--- src/rtl/rem_pkg.sv ---
// Shared types and sizes for the sequential remainder engine.
// The REM_QUOT_EN build option adds a quotient write-back state (WRITE_Q).
`timescale 1ns/1ps
package rem_pkg;

    localparam int unsigned WIDTH = 16;
    localparam int unsigned DEPTH = 8;
    localparam int unsigned AW    = 3;

    typedef logic [WIDTH-1:0] word_t;
    typedef logic [AW-1:0]    addr_t;

    typedef enum logic [2:0] {
        IDLE    = 3'd0,
        RD_X    = 3'd1,
        RD_Y    = 3'd2,
        SUB     = 3'd3,
        WRITE   = 3'd4,
        DONE    = 3'd5,
        WRITE_Q = 3'd6
    } state_e;

    // Register-file write request.
    typedef struct packed {
        logic  we;
        addr_t addr;
        word_t data;
    } wr_req_t;

    // Entry following a, wrapping modulo DEPTH.
    function automatic addr_t addr_inc(input addr_t a);
        return a + AW'(1);
    endfunction

endpackage

--- src/rtl/regfile_8x16.sv ---
// 8x16 register file: async-reset storage, one synchronous write port,
// one operand read port for the engine and one host read port.
`timescale 1ns/1ps
module regfile_8x16
    import rem_pkg::*;
(
    input  logic    clk,
    input  logic    rst_n,
    input  wr_req_t wr_i,
    input  addr_t   op_addr_i,
    output word_t   op_data_o,
    input  addr_t   host_addr_i,
    output word_t   host_data_o
);

    word_t mem_q [DEPTH];

    always_ff @(posedge clk or negedge rst_n) begin
        if (!rst_n) begin
            for (int i = 0; i < int'(DEPTH); i++) begin
                mem_q[i] <= '0;
            end
        end else if (wr_i.we) begin
            mem_q[wr_i.addr] <= wr_i.data;
        end
    end

    assign op_data_o   = mem_q[op_addr_i];
    assign host_data_o = mem_q[host_addr_i];

endmodule

--- src/rtl/rem_seq_ctrl.sv ---
// Sequential remainder engine: one conditional subtraction per clock on
// register-file operands. Define REM_QUOT_EN to also write the quotient.
`timescale 1ns/1ps
module rem_seq_ctrl
    import rem_pkg::*;
(
    input  logic             CLK,
    input  logic             RST_N,
    input  logic             wr_en,
    input  logic [AW-1:0]    wr_addr,
    input  logic [WIDTH-1:0] wr_data,
    input  logic [AW-1:0]    rd_addr,
    output logic [WIDTH-1:0] rd_data,
    input  logic             start,
    input  logic [AW-1:0]    addr_x,
    input  logic [AW-1:0]    addr_y,
    input  logic [AW-1:0]    addr_r,
    output logic             busy,
    output logic             done,
    output logic             div_zero
);

    state_e  state_q, state_d;
    word_t   temp_q, temp_d;
    word_t   y_q, y_d;
    addr_t   ax_q, ax_d;
    addr_t   ay_q, ay_d;
    addr_t   ar_q, ar_d;
    logic    dz_q, dz_d;
    logic    busy_q, done_q;
`ifdef REM_QUOT_EN
    word_t   quot_q, quot_d;
`endif

    wr_req_t wr_c;
    addr_t   op_addr_c;
    word_t   op_data_c;

    regfile_8x16 u_regfile (
        .clk         (CLK),
        .rst_n       (RST_N),
        .wr_i        (wr_c),
        .op_addr_i   (op_addr_c),
        .op_data_o   (op_data_c),
        .host_addr_i (rd_addr),
        .host_data_o (rd_data)
    );

    // Next-state, datapath and register-file write arbitration.
    always_comb begin
        state_d   = state_q;
        temp_d    = temp_q;
        y_d       = y_q;
        ax_d      = ax_q;
        ay_d      = ay_q;
        ar_d      = ar_q;
        dz_d      = dz_q;
`ifdef REM_QUOT_EN
        quot_d    = quot_q;
`endif
        wr_c      = '0;
        op_addr_c = ax_q;

        case (state_q)
            IDLE: begin
                // Host writes only land while idle.
                if (wr_en) begin
                    wr_c.we   = 1'b1;
                    wr_c.addr = wr_addr;
                    wr_c.data = wr_data;
                end
                if (start) begin
                    ax_d    = addr_x;
                    ay_d    = addr_y;
                    ar_d    = addr_r;
                    dz_d    = 1'b0;
`ifdef REM_QUOT_EN
                    quot_d  = '0;
`endif
                    state_d = RD_X;
                end
            end
            RD_X: begin
                op_addr_c = ax_q;
                temp_d    = op_data_c;
                state_d   = RD_Y;
            end
            RD_Y: begin
                op_addr_c = ay_q;
                y_d       = op_data_c;
                state_d   = SUB;
            end
            SUB: begin
                if (y_q == '0) begin
                    dz_d    = 1'b1;
                    state_d = WRITE;
                end else if (temp_q >= y_q) begin
                    temp_d  = temp_q - y_q;
`ifdef REM_QUOT_EN
                    quot_d  = quot_q + WIDTH'(1);
`endif
                end else begin
                    state_d = WRITE;
                end
            end
            WRITE: begin
                wr_c.we   = 1'b1;
                wr_c.addr = ar_q;
                wr_c.data = temp_q;
`ifdef REM_QUOT_EN
                state_d   = WRITE_Q;
`else
                state_d   = DONE;
`endif
            end
`ifdef REM_QUOT_EN
            WRITE_Q: begin
                wr_c.we   = 1'b1;
                wr_c.addr = addr_inc(ar_q);
                wr_c.data = dz_q ? '1 : quot_q;
                state_d   = DONE;
            end
`endif
            DONE: begin
                state_d = IDLE;
            end
            default: begin
                state_d = IDLE;
            end
        endcase
    end

    // State and registered outputs; busy/done follow the next state.
    always_ff @(posedge CLK or negedge RST_N) begin
        if (!RST_N) begin
            state_q <= IDLE;
            temp_q  <= '0;
            y_q     <= '0;
            ax_q    <= '0;
            ay_q    <= '0;
            ar_q    <= '0;
            dz_q    <= 1'b0;
            busy_q  <= 1'b0;
            done_q  <= 1'b0;
`ifdef REM_QUOT_EN
            quot_q  <= '0;
`endif
        end else begin
            state_q <= state_d;
            temp_q  <= temp_d;
            y_q     <= y_d;
            ax_q    <= ax_d;
            ay_q    <= ay_d;
            ar_q    <= ar_d;
            dz_q    <= dz_d;
            busy_q  <= (state_d != IDLE);
            done_q  <= (state_d == DONE);
`ifdef REM_QUOT_EN
            quot_q  <= quot_d;
`endif
        end
    end

    assign busy     = busy_q;
    assign done     = done_q;
    assign div_zero = dz_q;

endmodule

--- config.mk ---
export PLATFORM = sky130hd
export DESIGN_NAME = rem_seq_ctrl
export DESIGN_NICKNAME = d
export VERILOG_FILES = /design/src/rtl/rem_pkg.sv /design/src/rtl/regfile_8x16.sv /design/src/rtl/rem_seq_ctrl.sv
export SDC_FILE = /design/constraint.sdc
export NUM_CORES = 1
export LEC_CHECK = 0
export CELL_PAD_IN_SITES_DETAIL_PLACEMENT = 1
export CELL_PAD_IN_SITES_GLOBAL_PLACEMENT = 1
export CORE_ASPECT_RATIO = 1.75
export CORE_MARGIN = 2
export CORE_UTILIZATION = 30
export CTS_BUF_LIST = sky130_fd_sc_hd__clkbuf_4 sky130_fd_sc_hd__clkbuf_8
export CTS_CLUSTER_DIAMETER = 150
export DETAILED_ROUTE_END_ITERATION = 10
export PLACE_DENSITY = 0.66
export SYNTH_ARGS = -nofsm -noshare
export SYNTH_HDL_FRONTEND = slang
export SYNTH_SLANG_ARGS = --single-unit
export TNS_END_PERCENT = 5
--- constraint.sdc ---
create_clock -name CLK -period 6.35 [get_ports CLK]
set_clock_uncertainty 0.05 [all_clocks]
set_input_delay 1.905 -clock CLK [delete_from_list [all_inputs] [get_ports CLK]]
set_output_delay 1.905 -clock CLK [all_outputs]
set_load 0.01 [all_outputs]
# After elaboration in Yosys (flattened, before gate mapping)
# Cells that the tools add are included.
dict set report totals {
  ff_bits 175
  in_bits 35
  out_inout_bits 19
  wordCells 66
}
dict set report classes {
  n_addsub 1
  n_lt_le_gt_ge 5
  n_eq_ne 9
  muxes 22
  bitwise_logic 3
  n_reduce_logical 9
}
# cell count
set op_table {}
lappend op_table {{$bwmux 128} 1}
lappend op_table {{$mux 16} 7}
lappend op_table {{$bmux 16 s3} 2}
lappend op_table {{$demux 16 s3} 1}
lappend op_table {{$pmux 20 s2} 1}
lappend op_table {{$pmux 16 s2} 1}
lappend op_table {{$mux 20} 1}
lappend op_table {{$ge 16x16->1} 1}
lappend op_table {{$logic_not 16->1} 1}
lappend op_table {{$sub 16x16->16} 1}
lappend op_table {{$pmux 3 s5} 1}
lappend op_table {{$ge 4x4->1 const B} 3}
lappend op_table {{$mux 3} 4}
lappend op_table {{$not 3->4} 3}
lappend op_table {{$ne 2x2->1 const B} 4}
lappend op_table {{$eq 3x2->1 const B} 2}
lappend op_table {{$eq 3x3->1 const B} 2}
lappend op_table {{$reduce_and 3->1} 2}
lappend op_table {{$lt 4x1->1 const B} 1}
lappend op_table {{$reduce_bool 2->1} 2}
lappend op_table {{$eq 3x1->1 const B} 1}
lappend op_table {{$logic_not 3->1} 1}
lappend op_table {{$reduce_bool 3->1} 1}
lappend op_table {{$mux 1} 2}
lappend op_table {{3 further kinds} 3}

# Longest topological paths before layout
dict set report depth {
  ltp_word 8
  depth_mapped 11
  depth_no_buf 10
}

# Modules after synthesis
# A second synthesis with hierarchy kept.
dict set report hier_totals {
  hier_cells 762
  area_unflattened_um2 10206.0
}
# module n_inst cells_per_inst area_per_inst_um2
set modules_own_cells {}
lappend modules_own_cells {regfile_8x16 1 393 7000.5}
lappend modules_own_cells {rem_seq_ctrl 1 369 3205.6}

# Least setup slack after synthesis
# No wires, ideal clock.
dict set report synth_path {
  path_kind {input-to-output}
  from {input rd_addr[1]}
  to {output rd_data[0]}
  t_arrival_ns 3.511
  t_required_ns 4.395
  path_slack_ns 0.884
  cell_stages 4
  path_buffers 2
  cell_sequence {clkbuf_1 > buf_1 > mux4_2 > mux2_2}
}
dict set report synth_via {
  elab_chain_len 4
}
# element line
set synth_rtl {}
lappend synth_rtl {{start, declared} rem_seq_ctrl.sv:12} ;# input logic [AW-1:0] rd_addr,
lappend synth_rtl {{$not 3->4 (not written as such)} regfile_8x16.sv:29} ;# assign host_data_o = mem_q[host_addr_i];
lappend synth_rtl {{$bmux 16 s3} regfile_8x16.sv:29}
lappend synth_rtl {{$mux 16 (not written as such) (2 in series)} regfile_8x16.sv:29}
lappend synth_rtl {{end, declared} rem_seq_ctrl.sv:13} ;# output logic [WIDTH-1:0] rd_data,
# No other way between the ends. The select of a mux whose other input is x is not followed.

# Worst setup path after layout
dict set report layout_path {
  from {input rd_addr[1]}
  to {output rd_data[6]}
}
# Same word-level chain as after synthesis.

==> impl_metrics.env <==
export IMPL_clk_pin_slew_ns=0.09
export IMPL_drive_gt1_share_pct=15.4
export IMPL_cts_buffers=17
export IMPL_fin_tns_setup_ns=0
export IMPL_ys_async_sr_fraction_pct=100
export IMPL_maxCapViolations=0
export IMPL_max_freq_mhz=178
export IMPL_power_density_nw_per_um2=531
export IMPL_grt_pass1_vias=7915
export IMPL_crit_path_max_incr_delay_ns=0.55
export IMPL_grt_overflow=0
export IMPL_worstPathMaxFanout=32
export IMPL_vdd_drop_max_mv=0.278
export IMPL_clk_latency_ns=0.50
export IMPL_wirelength_mm=28.4
export IMPL_io_buffers=53
export IMPL_antenna_found_initial=1
export IMPL_clock_root_buffer="clkbuf_8"
export IMPL_crit_chain="buf_2 > buf_12 > mux4_2 > mux2_2 > clkdlybuf4s50_1"
export IMPL_period_minus_slack_ns=5.61
export IMPL_design_die_area_sq_um=32900
export IMPL_slew_headroom_pct=36.7
export IMPL_cts_setup_buffers=0
export IMPL_clockBufferDepth=2
export IMPL_rows=85
export IMPL_critPathLaunchType="input pin"
export IMPL_layout_nets=994
export IMPL_finalHoldViolCount=0
export IMPL_synth_top_cell_area_share_pct=46.5
export IMPL_postSynthCellCount=913
export IMPL_busiest_layer="met2"
export IMPL_run_status="completed"
export IMPL_grt_first_pass_wirelength_mm=45.4
export IMPL_synth_area_sq_um=9420
export IMPL_clkSinkCount=175
export IMPL_io_pins=54
export IMPL_p_leak_nw=4.51
export IMPL_cpMaxStageDelayCell="mux4_2"
export IMPL_start_util_pct=30.5
export IMPL_criticalPathCategory="input pin to primary output"
export IMPL_gp_congestion=0.834
export IMPL_rsz0062_at_grt="false"
export IMPL_ant_nets=0
export IMPL_cts_tree="done"
export IMPL_ys_seq_area_share_pct=46.5
export IMPL_post_synth_cell_area_avg_sq_um=10.3
export IMPL_worstHoldPathType="flip-flop to flip-flop"
export IMPL_grt_start_max_net_pins=105
export IMPL_use_met3_pct=3.36
export IMPL_num_vias=7188
export IMPL_die_h_um=238
export IMPL_routedWlPerCell_um=21.1
export IMPL_grtUsageMet1_pct=20.6
export IMPL_hpwl_mm=19.6
export IMPL_arrival_ns=3.66
export IMPL_ys_dominant_reg_cell="dfrtp_1"
export IMPL_fin_util_pct=34.9
export IMPL_syn_num_nets=965
export IMPL_synth_edff_count=0
export IMPL_use_met2_pct=34.0
export IMPL_drc_errors=0
export IMPL_die_x_um=138
export IMPL_htree_levels=4
export IMPL_placed_area_sq_um=10400
export IMPL_area_growth_pct=14.2
export IMPL_period_share_pct=88.4
export IMPL_required_ns=4.39
export IMPL_critPathCaptureType="primary output"
export IMPL_yosysWarnings=0
export IMPL_gr_usage_all_layers_pct=18.5
export IMPL_setup_viol_count_final=0
export IMPL_fp_coreArea_sq_um=30800
export IMPL_cts_resized=0
export IMPL_holdBufCountCts=0
export IMPL_yosysUniqueCellTypes=53
export IMPL_maxSlewViolCount=0
export IMPL_via_per_inst=5.34
export IMPL_final_area_sq_um=10800
export IMPL_firstDrtPassIters=4
export IMPL_ys_seq_elements=175
export IMPL_ys_top_cells_by_area="dfrtp_1, mux4_2, a21oi_1, mux2_2, nor2_1"
export IMPL_yosys_area_top_type="dfrtp_1"
export IMPL_dr_first_iter_drc_count=354
export IMPL_worst_pin_slew_ns=0.950
## path summary, 6_finish.rpt
check / cells past startpoint / slack, ns / endpoint / from
min: 2 / 0.46 / u_regfile.mem_q[45] / u_regfile.mem_q[45]
max: 5 / 0.74 / rd_data[6] / rd_addr[1]
min in group asynchronous: 1 / 1.37 / u_regfile.mem_q[50] / RST_N
max in group asynchronous: 2 / 3.84 / u_regfile.mem_q[28] / RST_N
max reg2reg: 9 / 2.58 / temp_q[2] / state_q[2]
min reg2reg: 2 / 0.46 / u_regfile.mem_q[45] / u_regfile.mem_q[45]
## power by group
part	switching [mW]	internal [mW]	leakage [nW]	total (mW)
clock network	0.463	0.323	0.189	0.786
registers	0.369	1.52	2.24	1.89
logic	1.69	1.34	2.08	3.04
total	2.53	3.19	4.51	5.71
## Yosys cell counts (all sizes together), types with 2 or more instances
| library cell | n |
|---|---|
| ha | 16 |
| dfrtp | 175 |
| inv | 23 |
| mux4 | 46 |
| nor3b | 2 |
| and2 | 6 |
| nor3 | 4 |
| clkbuf | 43 |
| buf | 16 |
| xnor2 | 8 |
| o21ai | 80 |
| xor2 | 4 |
| nor2b | 6 |
| nand2 | 97 |
| a21oi | 108 |
| o22a | 2 |
| a31o | 2 |
| a22oi | 24 |
| nor4 | 4 |
| nand2b | 2 |
| o211ai | 9 |
| a31oi | 8 |
| nand3 | 8 |
| mux2i | 38 |
| and3 | 4 |
| and4 | 3 |
| a21o | 4 |
| o221ai | 2 |
| o21a | 4 |
| nand3b | 2 |
| nand4 | 2 |
| nor2 | 109 |
| mux2 | 40 |
## through the flow
stage / total power, mW / setup slack, ns / cells / hold slack, ns
after floorplan: 4.01 / 0.884 / 913 / 0.408
after global placement: 4.86 / 0.730 / 1314 / 0.427
after detailed placement: 4.96 / 0.720 / 1314 / 0.441
after CTS: 5.77 / 0.714 / 1346 / 0.470
after global routing: 6.17 / 0.652 / 1347 / 0.495
final: 5.71 / 0.740 / 1347 / 0.464
## placed cells by master, fill, tap and decap left out, types with 3 or more instances in the layout
cell type and instances:
nor2_1 107, ha_1 16, buf_4 14, a31oi_1 8
o21a_1 4, and4_1 3, mux2_2 40, clkdlybuf4s50_1 50
o21ai_0 78, xor2_1 4, clkbuf_8 17, o211ai_1 9
nor4_1 4, inv_1 23, inv_8 3, nand3_1 8
clkinvlp_4 3, a22oi_1 24, mux4_2 44, clkinv_4 3
dfrtp_1 175, and2_1 6, nor2b_1 6, and3_1 4
xnor2_1 8, nand2_1 97, a21oi_1 108, mux2i_1 36
nor3_2 3, a21o_1 4, inv_6 4
## state kept, by name, indices dropped and copies added, names as in the netlist
signal           count
ax_q                 3
ar_q                 3
state_q              3
temp_q              16
y_q                 16
u_regfile.mem_q    128
busy                 1
div_zero             1
ay_q                 3
done                 1
## kinds of logic after synthesis
kind of cell / count (synthesis) / share of synthesized area (%)
AND/OR/NAND/NOR: 252 / 11.4
XOR/XNOR: 12 / 1.12
multiplexers: 124 / 20.0
buffers and inverters: 82 / 3.59
flip-flops: 175 / 46.5
adder cells (fa/ha/maj): 17 / 2.34
AO/OA/AOI/OAI: 251 / 15.1
## per-layer routing
layer,part of all wire [%],vias to the layer above
met3,2.9,50
met2,55,102
li1,-,3344
met1,39,3692
met5,0,-
met4,3.4,0
## area by class of cell
| type | instances | area, sq um |
|---|---|---|
| Sequential cell | 175 | 4380 |
| Fill cell | 3475 | 20100 |
| Tap cell | 391 | 489 |
| Timing Repair Buffer | 69 | 667 |
| Multi-Input combinational cell | 656 | 4740 |
| Clock buffer | 17 | 234 |
| Inverter | 23 | 86.3 |
| Antenna cell | 1 | 2.50 |
| Clock inverter | 15 | 153 |
## worst max-delay path: cells and delay by family
kind,cells,cell delay (ns)
buf+inv,3,0.88
mux,2,0.85
Power figures use the tool's default switching activity.
==> edit, RTL diff (same settings) <==
Add a define of `REM_QUOT_EN`.
--- a/src/rtl/rem_seq_ctrl.sv
+++ b/src/rtl/rem_seq_ctrl.sv
@@ -1,6 +1,8 @@
 // Sequential remainder engine: one conditional subtraction per clock on
 // register-file operands. Define REM_QUOT_EN to also write the quotient.
 `timescale 1ns/1ps
+`define REM_QUOT_EN
+
 module rem_seq_ctrl
     import rem_pkg::*;
 (
Formal check against the unedited RTL: not equivalent (a bounded check fails within 10 cycles, from zero or initial values and one cycle with RST_N low).
==> edit against the original RTL <==
- setup slack got worse by 160 ps
- routed wire length is 12% higher
- synthesized area increased by 10%
- maximum frequency fell by 2.8%
- global-route usage about the same
- combinational power shrank 2%
- final cell count is 15% higher
- total power increased by 4.1%
- sequential cell count is 16 higher
- cell area up 10%
- critical path type unchanged
==> edit: results (changes against the original RTL) <==
Status
Outcome: completed (unchanged).

Yosys
The share of synthesized area occupied by flip-flops and latches was 0.4605 (was 0.4649). The number of library cell types mapped by synthesis is 57 (was 53).

Drt
The number of iterations in the first detailed-routing pass is 5 (was 4). The post-detailed-route wirelength per cell came to 20.57 microns (was 21.06 microns). The number of design-rule violations left by the first detailed-router iteration is 393 (was 354).

STA
The timing-limited maximum frequency is 173.3 MHz (was 178.2 MHz). The relative slew slack is 0.1029 (was 0.3667). The worst hold margin was 458.9 ps (was 464.1 ps).

Critical path
The highest cell delay on the worst timing path was 510 ps (was 550 ps). The data arrival time of the critical path was 3810 ps (was 3660 ps). The launch point of the worst path is rd_addr[0] (was rd_addr[1]). The critical register-to-register path startpoint is state_q[1]$_DFF_PN0_ (was state_q[2]$_DFF_PN0_).

The highest-delay cell along the critical path was sky130_fd_sc_hd__clkdlybuf4s50_1 (was sky130_fd_sc_hd__mux4_2). The capturing element of the worst setup path is rd_data[3] (was rd_data[6]). The register-to-register path setup slack was 2380 ps (was 2580 ps).

GRT
The overall routing resource usage is 0.1848 (was 0.1852). The maximum number of pins on one net before global-route repair is 102 (was 105). The wire length of the first global-routing pass came to 50,570 microns (was 45,400 microns). The number of global-route vias before repair came to 8,850 (was 7,915).

Clock tree
The clock latency reported for the late side of the worst-skew pair is 520 ps (was 500 ps).

Power
The leakage component of the power came to 0.005140 uW (was 0.004509 uW). The largest vdd supply drop is 0.0001328 V (was 0.0002777 V).

Worst hold path
The worst hold path startpoint is u_regfile.mem_q[106]$_DFFE_PN0P_ (was u_regfile.mem_q[45]$_DFFE_PN0P_).

Cells and area
The number of fillers in the final layout came to 3,895 (was 3,475). The layout cell share with drive strength beyond 1 is 0.1259 (was 0.1539). The net count reported at finish was 1,130 (was 994).

Place
The last weighted congestion value of the routability-driven placer is 0.8034 (was 0.8342). The worst setup timing slack at the placement stage is 572.1 ps (was 719.8 ps). The half-perimeter wire length after detailed placement came to 22,900 microns (was 19,610 microns).
edit: cell types whose count changed after synthesis, moves of 13 or more:
cell	unedited run	this run
sky130_fd_sc_hd__nand2_1	97	139
sky130_fd_sc_hd__nor2_1	107	149
sky130_fd_sc_hd__a221oi_1	1	26
sky130_fd_sc_hd__mux2_2	40	17
sky130_fd_sc_hd__a22oi_1	24	4
sky130_fd_sc_hd__dfrtp_1	175	191
sky130_fd_sc_hd__o21ai_0	78	92
sky130_fd_sc_hd__a21oi_1	108	95
edit: final cells by class:
cell class	count	area (sq um)	share of cell area
tap	460	575.6	0.04857
clock buffer	21	270.3	0.02281
timing repair buffer	80	769.5	0.06494
multi-input combinational	763	5253	0.4432
sequential	191	4780	0.4033
antenna	1	2.502	0.0002112
inverter	23	86.33	0.007285
clock inverter	10	113.9	0.009608
edit: logic make-up after synthesis:
| logic type | synth area share |
|---|---|
| compound gates | 0.1485 |
| xor+xnor | 0.02194 |
| fa+ha+maj | 0.02363 |
| buf+inv | 0.03665 |
| flops | 0.4605 |
| mux | 0.1672 |
| simple gates | 0.1415 |
edit: report_power, final:
part           switching (uW)  leakage (uW)  internal, uW
sequential                444       0.00253          1700
clock                     452      0.000200           370
combinational            1660       0.00241          1320
edit: metrics by stage:
stage | cell area, sq um | std cells | total power (uW)
CTS | 11850 | 1548 | 5993
global route | 11850 | 1549 | 6402
floorplan | 10380 | 1043 | 4165
finish | 11850 | 1549 | 5943
detailed placement | 11460 | 1517 | 5159
global placement | 11460 | 1517 | 5047
edit: per-layer routing:
metal | vias to the layer above | GRT usage | share of wire
met5 | - | 0 | 0
met4 | 0 | 0.07212 | 0.028
met3 | 48 | 0.02695 | 0.024
met2 | 113 | 0.3416 | 0.56
met1 | 4193 | 0.2102 | 0.39
li1 | 3772 | - | -
